File: src/rtl/stream_demux_n_if.sv
// Stream bundle for stream_demux_n: one producer-side handshake and NCH consumer-side handshakes.
// The demux uses the slave modport and the producer/consumer side uses master.
interface stream_demux_n_if #(
    parameter int NCH = 4,
    parameter int DW  = 8,
    parameter int SW  = 2
);
    logic              s_valid;
    logic              s_ready;
    logic [DW-1:0]     s_data;
    logic [SW-1:0]     s_sel;
    logic              s_bcast;
    logic [NCH-1:0]    m_valid;
    logic [NCH-1:0]    m_ready;
    logic [NCH*DW-1:0] m_data;

    modport slave (
        input  s_valid, s_data, s_sel, s_bcast, m_ready,
        output s_ready, m_valid, m_data
    );

    modport master (
        output s_valid, s_data, s_sel, s_bcast, m_ready,
        input  s_ready, m_valid, m_data
    );
endinterface

File: src/rtl/stream_demux_n.sv
// Registered 1-to-NCH stream demultiplexer with per-channel valid/ready, broadcast,
// and a saturating counter of words dropped for an out-of-range select.
module stream_demux_n #(
    parameter int NCH = 4,
    parameter int DW  = 8,
    parameter int SW  = 2,
    parameter int CW  = 8
) (
    input  logic                clk,
    input  logic                rst_n,
    stream_demux_n_if.slave     bus,
    input  logic                clr_drop,
    output logic [CW-1:0]       drop_cnt
);
    localparam int          NSEL  = 2 ** SW;
    localparam logic [SW:0] NCH_W = (SW + 1)'(NCH);

    logic [NCH-1:0]    m_valid_q, m_valid_d;
    logic [NCH*DW-1:0] m_data_q,  m_data_d;
    logic [CW-1:0]     drop_cnt_q, drop_cnt_d;

    logic [NCH-1:0]    free;
    logic [NSEL-1:0]   free_ext;
    logic [NCH-1:0]    load;
    logic              sel_ok;
    logic              accept;
    logic              drop;

    always_comb begin
        // NOTE: every signal gets a default first so no path through this block infers a latch.
        free     = '0;
        free_ext = '1;
        load     = '0;
        m_valid_d  = m_valid_q;
        m_data_d   = m_data_q;
        drop_cnt_d = drop_cnt_q;

        for (int i = 0; i < NCH; i++) begin
            free[i]     = !m_valid_q[i] || bus.m_ready[i];
            free_ext[i] = free[i];
        end

        // Unused select codes read as free, so an out-of-range word is always accepted and dropped.
        sel_ok      = ({1'b0, bus.s_sel} < NCH_W);
        bus.s_ready = bus.s_bcast ? (&free) : free_ext[bus.s_sel];
        accept      = bus.s_valid && bus.s_ready;
        drop        = accept && !bus.s_bcast && !sel_ok;

        for (int i = 0; i < NCH; i++) begin
            load[i] = accept && (bus.s_bcast || (bus.s_sel == SW'(i)));
            // A reload wins over a same-cycle drain, keeping the slot valid with the new word.
            m_valid_d[i] = load[i] || (m_valid_q[i] && !bus.m_ready[i]);
            if (load[i]) begin
                m_data_d[i*DW +: DW] = bus.s_data;
            end
        end

        if (clr_drop) begin
            drop_cnt_d = '0;
        end else if (drop && (drop_cnt_q != '1)) begin
            drop_cnt_d = drop_cnt_q + CW'(1);
        end
    end

    // NOTE: sequential state uses non-blocking assignments so every flop samples pre-edge values.
    always_ff @(posedge clk or negedge rst_n) begin
        if (!rst_n) begin
            m_valid_q  <= '0;
            // NOTE: the data slots are plain flops, not RAM, so they are cleared on reset too.
            m_data_q   <= '0;
            drop_cnt_q <= '0;
        end else begin
            m_valid_q  <= m_valid_d;
            m_data_q   <= m_data_d;
            drop_cnt_q <= drop_cnt_d;
        end
    end

    assign bus.m_valid = m_valid_q;
    assign bus.m_data  = m_data_q;
    assign drop_cnt    = drop_cnt_q;
endmodule
File: src/flat_wrapper.sv
// flat-port wrapper written by rule: the top's interface ports become plain ports
module stream_demux_n_flat 
#(
    parameter int NCH = 4,
    parameter int DW  = 8,
    parameter int SW  = 2,
    parameter int CW  = 8
)
  (clk, rst_n, clr_drop, drop_cnt, bus_s_valid, bus_s_data, bus_s_sel, bus_s_bcast, bus_m_ready, bus_s_ready, bus_m_valid, bus_m_data);
  stream_demux_n_if #(.NCH(NCH), .DW(DW), .SW(SW)) bus_i ();
  input  logic clk;
  input  logic rst_n;
  input  logic clr_drop;
  output logic [CW-1:0] drop_cnt;
  input wire logic [$bits(bus_i.s_valid)-1:0] bus_s_valid;
  input wire logic [$bits(bus_i.s_data)-1:0] bus_s_data;
  input wire logic [$bits(bus_i.s_sel)-1:0] bus_s_sel;
  input wire logic [$bits(bus_i.s_bcast)-1:0] bus_s_bcast;
  input wire logic [$bits(bus_i.m_ready)-1:0] bus_m_ready;
  output wire logic [$bits(bus_i.s_ready)-1:0] bus_s_ready;
  output wire logic [$bits(bus_i.m_valid)-1:0] bus_m_valid;
  output wire logic [$bits(bus_i.m_data)-1:0] bus_m_data;
  assign bus_i.s_valid = bus_s_valid;
  assign bus_i.s_data = bus_s_data;
  assign bus_i.s_sel = bus_s_sel;
  assign bus_i.s_bcast = bus_s_bcast;
  assign bus_i.m_ready = bus_m_ready;
  assign bus_s_ready = bus_i.s_ready;
  assign bus_m_valid = bus_i.m_valid;
  assign bus_m_data = bus_i.m_data;
  stream_demux_n #(.NCH(NCH), .DW(DW), .SW(SW), .CW(CW)) u_core (.clk(clk), .rst_n(rst_n), .bus(bus_i), .clr_drop(clr_drop), .drop_cnt(drop_cnt));
endmodule
File: config.mk
export PLATFORM = sky130hd
export DESIGN_NAME = stream_demux_n_flat
export DESIGN_NICKNAME = d
export VERILOG_FILES = /design/src/rtl/stream_demux_n_if.sv /design/src/rtl/stream_demux_n.sv /design/src/flat_wrapper.sv
export SDC_FILE = /design/constraint.sdc
export NUM_CORES = 1
export LEC_CHECK = 0
export CAP_MARGIN = 20
export CORE_ASPECT_RATIO = 1.75
export CORE_MARGIN = 4
export CORE_UTILIZATION = 40
export DETAILED_ROUTE_END_ITERATION = 16
export PLACE_DENSITY = 0.8
export SETUP_SLACK_MARGIN = 0.5
export SLEW_MARGIN = 30
export SYNTH_ARGS = -nofsm -noshare
export SYNTH_HDL_FRONTEND = slang
export SYNTH_SLANG_ARGS = --single-unit
File: constraint.sdc
create_clock -name clk -period 2.1 [get_ports clk]
set_clock_uncertainty 0.2 [all_clocks]
set_input_delay 0.42 -clock clk [delete_from_list [all_inputs] [get_ports clk]]
set_output_delay 0.42 -clock clk [all_outputs]
set_load 0.01 [all_outputs]
; Word-level counts from Yosys, hierarchy flattened
; Index checks and enable logic that the tools add are counted.
; Widths: inputs -> output; s select.
[word_totals]
ff_bits = 36
inputBits = 19
out_inout_bits = 45
[classes]
reduce_logical = 31
n_mux = 3
order_cmp = 1
eq_ne = 3
[op_table]
columns = operator, count
row1 = $logic_or 1x1->1, 12
row2 = $logic_and 1x1->1, 9
row3 = $logic_not 1->1, 8
row4 = $eq 2x2->1 const B, 2
row5 = $reduce_and 4->1, 1
row6 = $lt 2x3->1 const B, 1
row7 = $bmux 1 s2, 1
row8 = $eq 2x1->1 const B, 1
row9 = $logic_not 2->1, 1
row10 = $mux 1, 2

; Depth between registers and ports, before layout
; Gate-level depths: netlist of run 1.
[logic_depth]
word_depth = 8
ltp_mapped = 4
mapped_depth_nobuf = 4

; Worst setup path after synthesis of run 1
; OpenSTA, ideal clock, no wires.
[synth_timing]
kind = input to register
start = in bus_s_bcast
end = reg u_core.m_data_q[10] (netlist: u_core.bus.m_data[10])
required_time_ps = 1775
stages = 4
setup_time_ps = 125
path_buffers = 0
t_arrival_ps = 1681
path_slack_ps = 94
cell_sequence = o21ba_2 o221ai_2 a221oi_4 mux2_2
[synth_between]
elab_chain_cells = 3
[synth_lines]
columns = item, line
row1 = "start, declared", flat_wrapper.sv:18  ; input wire logic [$bits(bus_i.s_bcast)-1:0] bus_s_bcast;
row2 = $mux 1, stream_demux_n.sv:45  ; bus.s_ready = bus.s_bcast ? (&free) : free_ext[bus.s_sel];
row3 = $logic_and 1x1->1, stream_demux_n.sv:46  ; accept = bus.s_valid && bus.s_ready;
row4 = $logic_and 1x1->1 (*), stream_demux_n.sv:50  ; load[i] = accept && (bus.s_bcast || (bus.s_sel == SW'(i)));
row5 = "end signal, assigned", stream_demux_n.sv:74  ; m_data_q <= m_data_d;
row6 = "end, declared", stream_demux_n.sv:19  ; logic [NCH*DW-1:0] m_data_q, m_data_d;
; Mark *: on every way between the ends. The rest lies on a longest branch, timed or not.
; A chain may end at the register's enable or synchronous reset.

; Worst setup path after layout of run 1
[layout_timing]
start = reg u_core.m_valid_q[2] (netlist: u_core.bus.m_valid[2])
end = out bus_s_ready
[layout_between]
elab_chain_cells = 5
[layout_lines]
columns = item, line
row1 = "start, declared", stream_demux_n.sv:18  ; logic [NCH-1:0] m_valid_q, m_valid_d;
row2 = "start signal, assigned", stream_demux_n.sv:73  ; m_valid_q <= m_valid_d;
row3 = $logic_not 1->1 (*), stream_demux_n.sv:39  ; free[i] = !m_valid_q[i] || bus.m_ready[i];
row4 = $logic_or 1x1->1 (*), stream_demux_n.sv:39
row5 = $bmux 1 s2, stream_demux_n.sv:45
row6 = $mux 1 (not written as such), stream_demux_n.sv:45
row7 = $mux 1 (*), stream_demux_n.sv:45
row8 = "end, declared", flat_wrapper.sv:20  ; output wire logic [$bits(bus_i.s_ready)-1:0] bus_s_ready;
; Mark *: on every way between the ends. The rest lies on a longest branch, timed or not. The select of a mux whose other input is x is not followed.

==> results.py, run 1 <==
metrics = {
    "critical_path": {
        "start_kind": "flip-flop",
        "critPathCaptureType": "output port",
        "required_ns": 1.48,
        "worstPathCellList": "or4bb_4 > o221ai_4 > nor3_2 > buf_2",
        "path_class": "flip-flop to output port",
        "slowest_delay_ns": 0.48,
        "crit_slowest_cell": "or4bb_4",
        "arrival_ns": 1.42,
        "worstPathMaxFanout": 3,
    },
    "global_route": {
        "grt.overflow.total": 0,
        "antenna_found_initial": 0,
        "grt_use_total_pct": 17.3,
        "grt_pass1_wl_um": 6790,
        "grt_pass1_vias": 1314,
        "grt_max_degree": 37,
    },
    "detailed_routing": {
        "drc": 0,
        "wire_per_inst_um": 18.8,
        "vias": 1167,
        "viasPerCell": 4.86,
        "drt-pass1-iter-count": 4,
        "drt_wl_total_um": 4510,
        "final_antenna_net_count": 0,
        "drtIter0Drc": 21,
    },
    "timing": {
        "post-route-period-util_pct": 97.3,
        "finalCriticalPeriod_ns": 2.04,
        "hold_viol": 0,
        "slew_viol_final": 0,
        "setup_ws_ns": 0.0575,
        "rsz0062_at_grt": "yes",
        "max_freq_mhz": 490,
        "setup-violations-final": 0,
        "setup-tns-final_ns": 0,
    },
    "cts": {
        "hold_buffers": 0,
        "cts_tree": "yes",
        "clk_path_buf_depth": 2,
        "clk_latency_ns": 0.28,
        "root_buffer": "clkbuf_8",
        "clk_pin_slew_ns": 0.07,
        "cts_buffers": 5,
        "clock-sinks": 36,
        "cts.htree.levels": 2,
    },
    "min_path": {
        "hold_path_class": "input pin to flip-flop",
    },
    "floorplan": {
        "die_h_um": 91.9,
        "die-area_mm2": 0.00514,
        "core_mm2": 0.00387,
        "start_util_pct": 41.6,
        "die_x_um": 55.9,
        "rows": 30,
        "ios": 64,
    },
    "placed_design": {
        "hpwl_um": 3100,
        "io_buffers": 54,
        "post-place-ws_ns": -0.677,
        "place_inst": 219,
        "gp_congestion": 0.871,
    },
    "pwr": {
        "powerDensity_mw_per_mm2": 1100,
        "vdd_drop_max_v": 0.000740,
        "leakage_nw": 1.30,
    },
    "synthesis": {
        "ys_seq_elements": 36,
        "synth_area_per_cell_um2": 15.3,
        "synth_cells": 105,
        "ys_seq_area_share_pct": 56.0,
        "synth_cell_types": 19,
        "netlist_area_mm2": 0.00161,
        "synth_warnings": 0,
    },
    "final_layout": {
        "fin_util_pct": 69.4,
        "nets": 210,
        "instances_no_fill": 240,
        "area_growth_pct": 66.9,
        "drive_gt1_share_pct": 46.4,
        "antenna_cells": 0,
        "n_fill_cell": 295,
        "seq_area_um2": 901,
        "multi_input_area_um2": 826,
    },
    "status": {
        "status": "completed",
    },
    "job": {
        "drv_cap": 0,
    },
}
synthesized netlist by cell type:
library cell	n	area [µm²]
a211oi_4	1	20.0
a21o_1	4	30.0
a21oi_1	2	10.0
a221oi_4	3	78.8
buf_4	8	60.1
clkinv_1	1	3.75
conb_1	1	3.75
dfrtp_1	36	901
inv_1	4	15.0
mux2_1	2	22.5
mux2_2	30	338
nand2_1	1	3.75
nand2b_1	6	37.5
nand4_4	1	21.3
nor3_1	1	5.00
o211ai_4	1	21.3
o21ba_2	1	10.0
o221ai_2	1	15.0
or4bb_1	1	11.3
worst max-delay path, delay by kind of cell, from the launching register on:
kind            cells  cell delay [ns]
compound gates      1             0.09
buf+inv             1             0.14
flops               1             0.37
simple gates        2             0.53
layer usage:
metal | vias up | share of wire (%) | wire length (µm) | GRT usage, %
met3 | 5 | 5.0 | 226 | 4.79
met1 | 597 | 37 | 1670 | 17.4
li1 | 529 | - | - | -
met2 | 36 | 56 | 2530 | 32.3
met5 | - | 0 | 0 | 0
met4 | 0 | 1.6 | 74 | 7.33
per-stage QoR:
step           cell area [µm²]  hold WS (ns)  power, mW
6_report                  2680         0.260       2.96
5_1_grt                   2680         0.258       3.10
4_1_cts                   2510         0.240       2.77
3_5_place_dp              2320         0.288       2.23
3_3_place_gp              2320         0.270       2.19
2_1_floorplan             1680       -0.0756       1.55
cell families after synthesis:
group	count (synthesis)	synth area share (%)
other cells	1	0.233
flops	36	56.0
simple gates	10	4.90
mux	32	22.4
compound gates	13	11.5
buf+inv	13	4.90
cell type report:
class / instances / share of cell area, %
flip-flops and latches: 36 / 33.6
multi-input cells: 63 / 30.8
repair buffers: 80 / 28.5
clock buffers: 5 / 2.56
well taps: 48 / 2.24
clock inverters: 3 / 1.59
inverters: 5 / 0.746
layout by cell type, fill, tap and decap left out, drive strengths merged:
cell type / instances
nand2: 1
a211oi: 1
mux2: 32
a21o: 4
conb: 8
dfrtp: 36
clkdlybuf4s50: 9
clkdlybuf4s15: 25
o211ai: 1
dlygate4sd2: 12
inv: 4
clkbuf: 5
clkinv: 2
nand4: 1
nor3: 1
buf: 34
a21oi: 2
clkinvlp: 1
a221oi: 3
bufinv: 1
o221ai: 1
or4bb: 1
nand2b: 6
o21ba: 1
power breakdown:
part	leakage, nW	internal [mW]	switching, mW
clock	0.0541	0.351	0.247
sequential	0.424	0.929	0.151
combinational	0.821	0.794	0.488
total	1.30	2.07	0.885
state kept, by name, summed over array words and instances (netlist names):
signal              cells
u_core.bus.m_valid      4
u_core.bus.m_data      32
worst paths after layout:
check / from / endpoint / slack (ns) / depth (start not counted)
hold reg to reg: u_core.bus.m_data[18] / u_core.bus.m_data[18] / 0.31 / 1
setup reg to reg: u_core.bus.m_valid[2] / u_core.bus.m_data[7] / 0.12 / 6
max in group asynchronous: rst_n / u_core.bus.m_data[21] / 1.04 / 2
min in group asynchronous: rst_n / u_core.bus.m_data[1] / 0.34 / 2
setup / recovery: u_core.bus.m_valid[2] / bus_s_ready / 0.06 / 4
hold / removal: bus_m_ready[2] / u_core.bus.m_valid[2] / 0.26 / 3
timing repair:
item,CTS,global route
setup buffers,8,5
setup endpoints to repair,73,64
pin swaps,5,2
resized for setup,89,47
Note: power is estimated with default switching activity, not from simulation.
==> run 2: changes to the inputs <==
Settings changed: RECOVER_POWER set to 25.
==> run 2 against run 1 <==
Compared with the run above: total power barely moved; wire length hardly changed; critical path depth stayed put; clock power about the same; first-iteration DRC count unchanged; critical path type unchanged; critical endpoint unchanged.
==> results.py, run 2 (synthesized netlist as in run 1, its figures left out) <==
metrics = {
    "critical_path": {
        "worstPathCellList": "or4bb_4 > o221ai_4 > nor3_2 > buf_2",
        "path_buf_inv": 1,
        "path_depth": 4,
        "critPathCaptureType": "output port",
        "reg2reg_depth": 6,
        "start_kind": "flip-flop",
        "arrival_ns": 1.42,
        "worstPathMaxFanout": 3,
        "required_ns": 1.48,
        "critical_path.top_delay_family": "simple AND/OR/NAND/NOR gates",
        "crit_slowest_cell": "or4bb_4",
        "slowest_delay_ns": 0.48,
        "path_class": "flip-flop to output port",
    },
    "timing": {
        "post-route-period-util_pct": 97.3,
        "max_freq_mhz": 490,
        "slew_viol_final": 0,
        "rsz0062_at_grt": "yes",
        "hold_viol": 0,
        "holdWs_ns": 0.260,
        "setup-violations-final": 0,
        "max_slew_margin_pct": 42.5,
        "finalCriticalPeriod_ns": 2.04,
        "tightest_slew_ns": 0.862,
    },
    "placed_design": {
        "io_buffers": 54,
        "dpl_cell_area_mm2": 0.00232,
        "gp_congestion": 0.871,
        "hpwl_um": 3100,
    },
    "final_layout": {
        "final_common_cell": "dfrtp_1",
        "final_cell_mix": "36 x dfrtp_1, 32 x mux2_4, 25 x clkdlybuf4s15_1, 16 x buf_4, 12 x dlygate4sd2_1",
        "n_fill_cell": 296,
        "multi_input_area_um2": 826,
        "largest_reg_flops": 32,
        "seq_area_um2": 901,
        "postLayoutCellArea_mm2": 0.00268,
        "fin_util_pct": 69.4,
        "nets": 210,
        "area_growth_pct": 66.8,
        "antenna_cells": 0,
        "drive_gt1_share_pct": 46.4,
    },
    "detailed_routing": {
        "vias": 1167,
        "drt-pass1-iter-count": 4,
        "drc": 0,
        "wire_per_inst_um": 18.8,
        "drt_wl_total_um": 4510,
        "drtIter0Drc": 21,
        "final_antenna_net_count": 0,
        "viasPerCell": 4.86,
    },
    "pwr": {
        "powerDensity_mw_per_mm2": 1100,
        "leakage_nw": 1.30,
        "vdd_drop_max_v": 0.000740,
    },
    "cts": {
        "clock-sinks": 36,
        "clk_latency_ns": 0.28,
        "clk_path_buf_depth": 2,
        "root_buffer": "clkbuf_8",
        "cts_buffers": 5,
        "cts_tree": "yes",
        "cts.htree.levels": 2,
        "clk_pin_slew_ns": 0.07,
    },
    "floorplan": {
        "core_mm2": 0.00387,
        "die_x_um": 55.9,
        "die_h_um": 91.9,
        "ios": 64,
        "die-area_mm2": 0.00514,
        "start_util_pct": 41.6,
        "rows": 30,
    },
    "global_route": {
        "grt_use_total_pct": 17.3,
        "antenna_found_initial": 0,
        "grt-busiest-layer": "met2",
        "use_met1_pct": 17.4,
        "grt.overflow.total": 0,
        "grtUsageMet3_pct": 4.79,
        "grt_pass1_vias": 1314,
        "grt_max_degree": 37,
        "grt_util_met2_pct": 32.3,
        "grt_pass1_wl_um": 6790,
    },
    "min_path": {
        "hold_path_class": "input pin to flip-flop",
        "worstHoldPathCells": 3,
    },
    "job": {
        "drv_cap": 0,
    },
    "status": {
        "status": "completed",
    },
}
run 2: final cells by class:
type                       instances  share of cell area (%)
sequential                        36                    33.6
clock inverter                     3                    1.59
timing repair buffer              80                    28.5
tap                               48                    2.24
clock buffer                       5                    2.57
inverter                           5                   0.747
multi-input combinational         63                    30.8
run 2: worst paths after layout:
| check | startpoint | endpoint | slack [ns] |
|---|---|---|---|
| min | bus_m_ready[2] | u_core.bus.m_valid[2] | 0.26 |
| max in group asynchronous | rst_n | u_core.bus.m_data[21] | 0.59 |
| min reg2reg | u_core.bus.m_data[18] | u_core.bus.m_data[18] | 0.31 |
| max reg2reg | u_core.bus.m_valid[2] | u_core.bus.m_data[7] | 0.12 |
| min in group asynchronous | rst_n | u_core.bus.m_data[1] | 0.57 |
| max | u_core.bus.m_valid[2] | bus_s_ready | 0.06 |
run 2: per-layer routing:
layer	wire (µm)	share of wire, %	up-vias
met5	0	0	-
met4	74	1.6	0
met3	225	5.0	5
met2	2530	56	36
met1	1670	37	597
li1	-	-	529
run 2: repair_timing:
action	in CTS	in global routing
pin swaps	5	2
setup buffers	8	5
hold buffers	0	0
resized for setup	89	47
endpoints found under the setup margin	73	64
run 2: report_power, final:
part	internal, mW	leakage, nW	switching [mW]
combinational	0.793	0.821	0.488
sequential	0.929	0.424	0.151
clock	0.351	0.0541	0.247
run 2: worst min-delay path: cells and delay by family:
kind,cells,cell delay [ns]
AO/OA/AOI/OAI,1,0.11
buffers and inverters,2,0.17
run 2: per-stage QoR:
stage	setup TNS (ns)	power (mW)	worst slack [ns]	std cells
final	0	2.96	0.0575	240
after global routing	0	3.10	0.00102	240
after CTS	0	2.77	0.0490	235
after detailed placement	-21.98	2.23	-0.677	219
after global placement	-20.30	2.19	-0.641	219
after floorplan	0	1.55	0.172	112
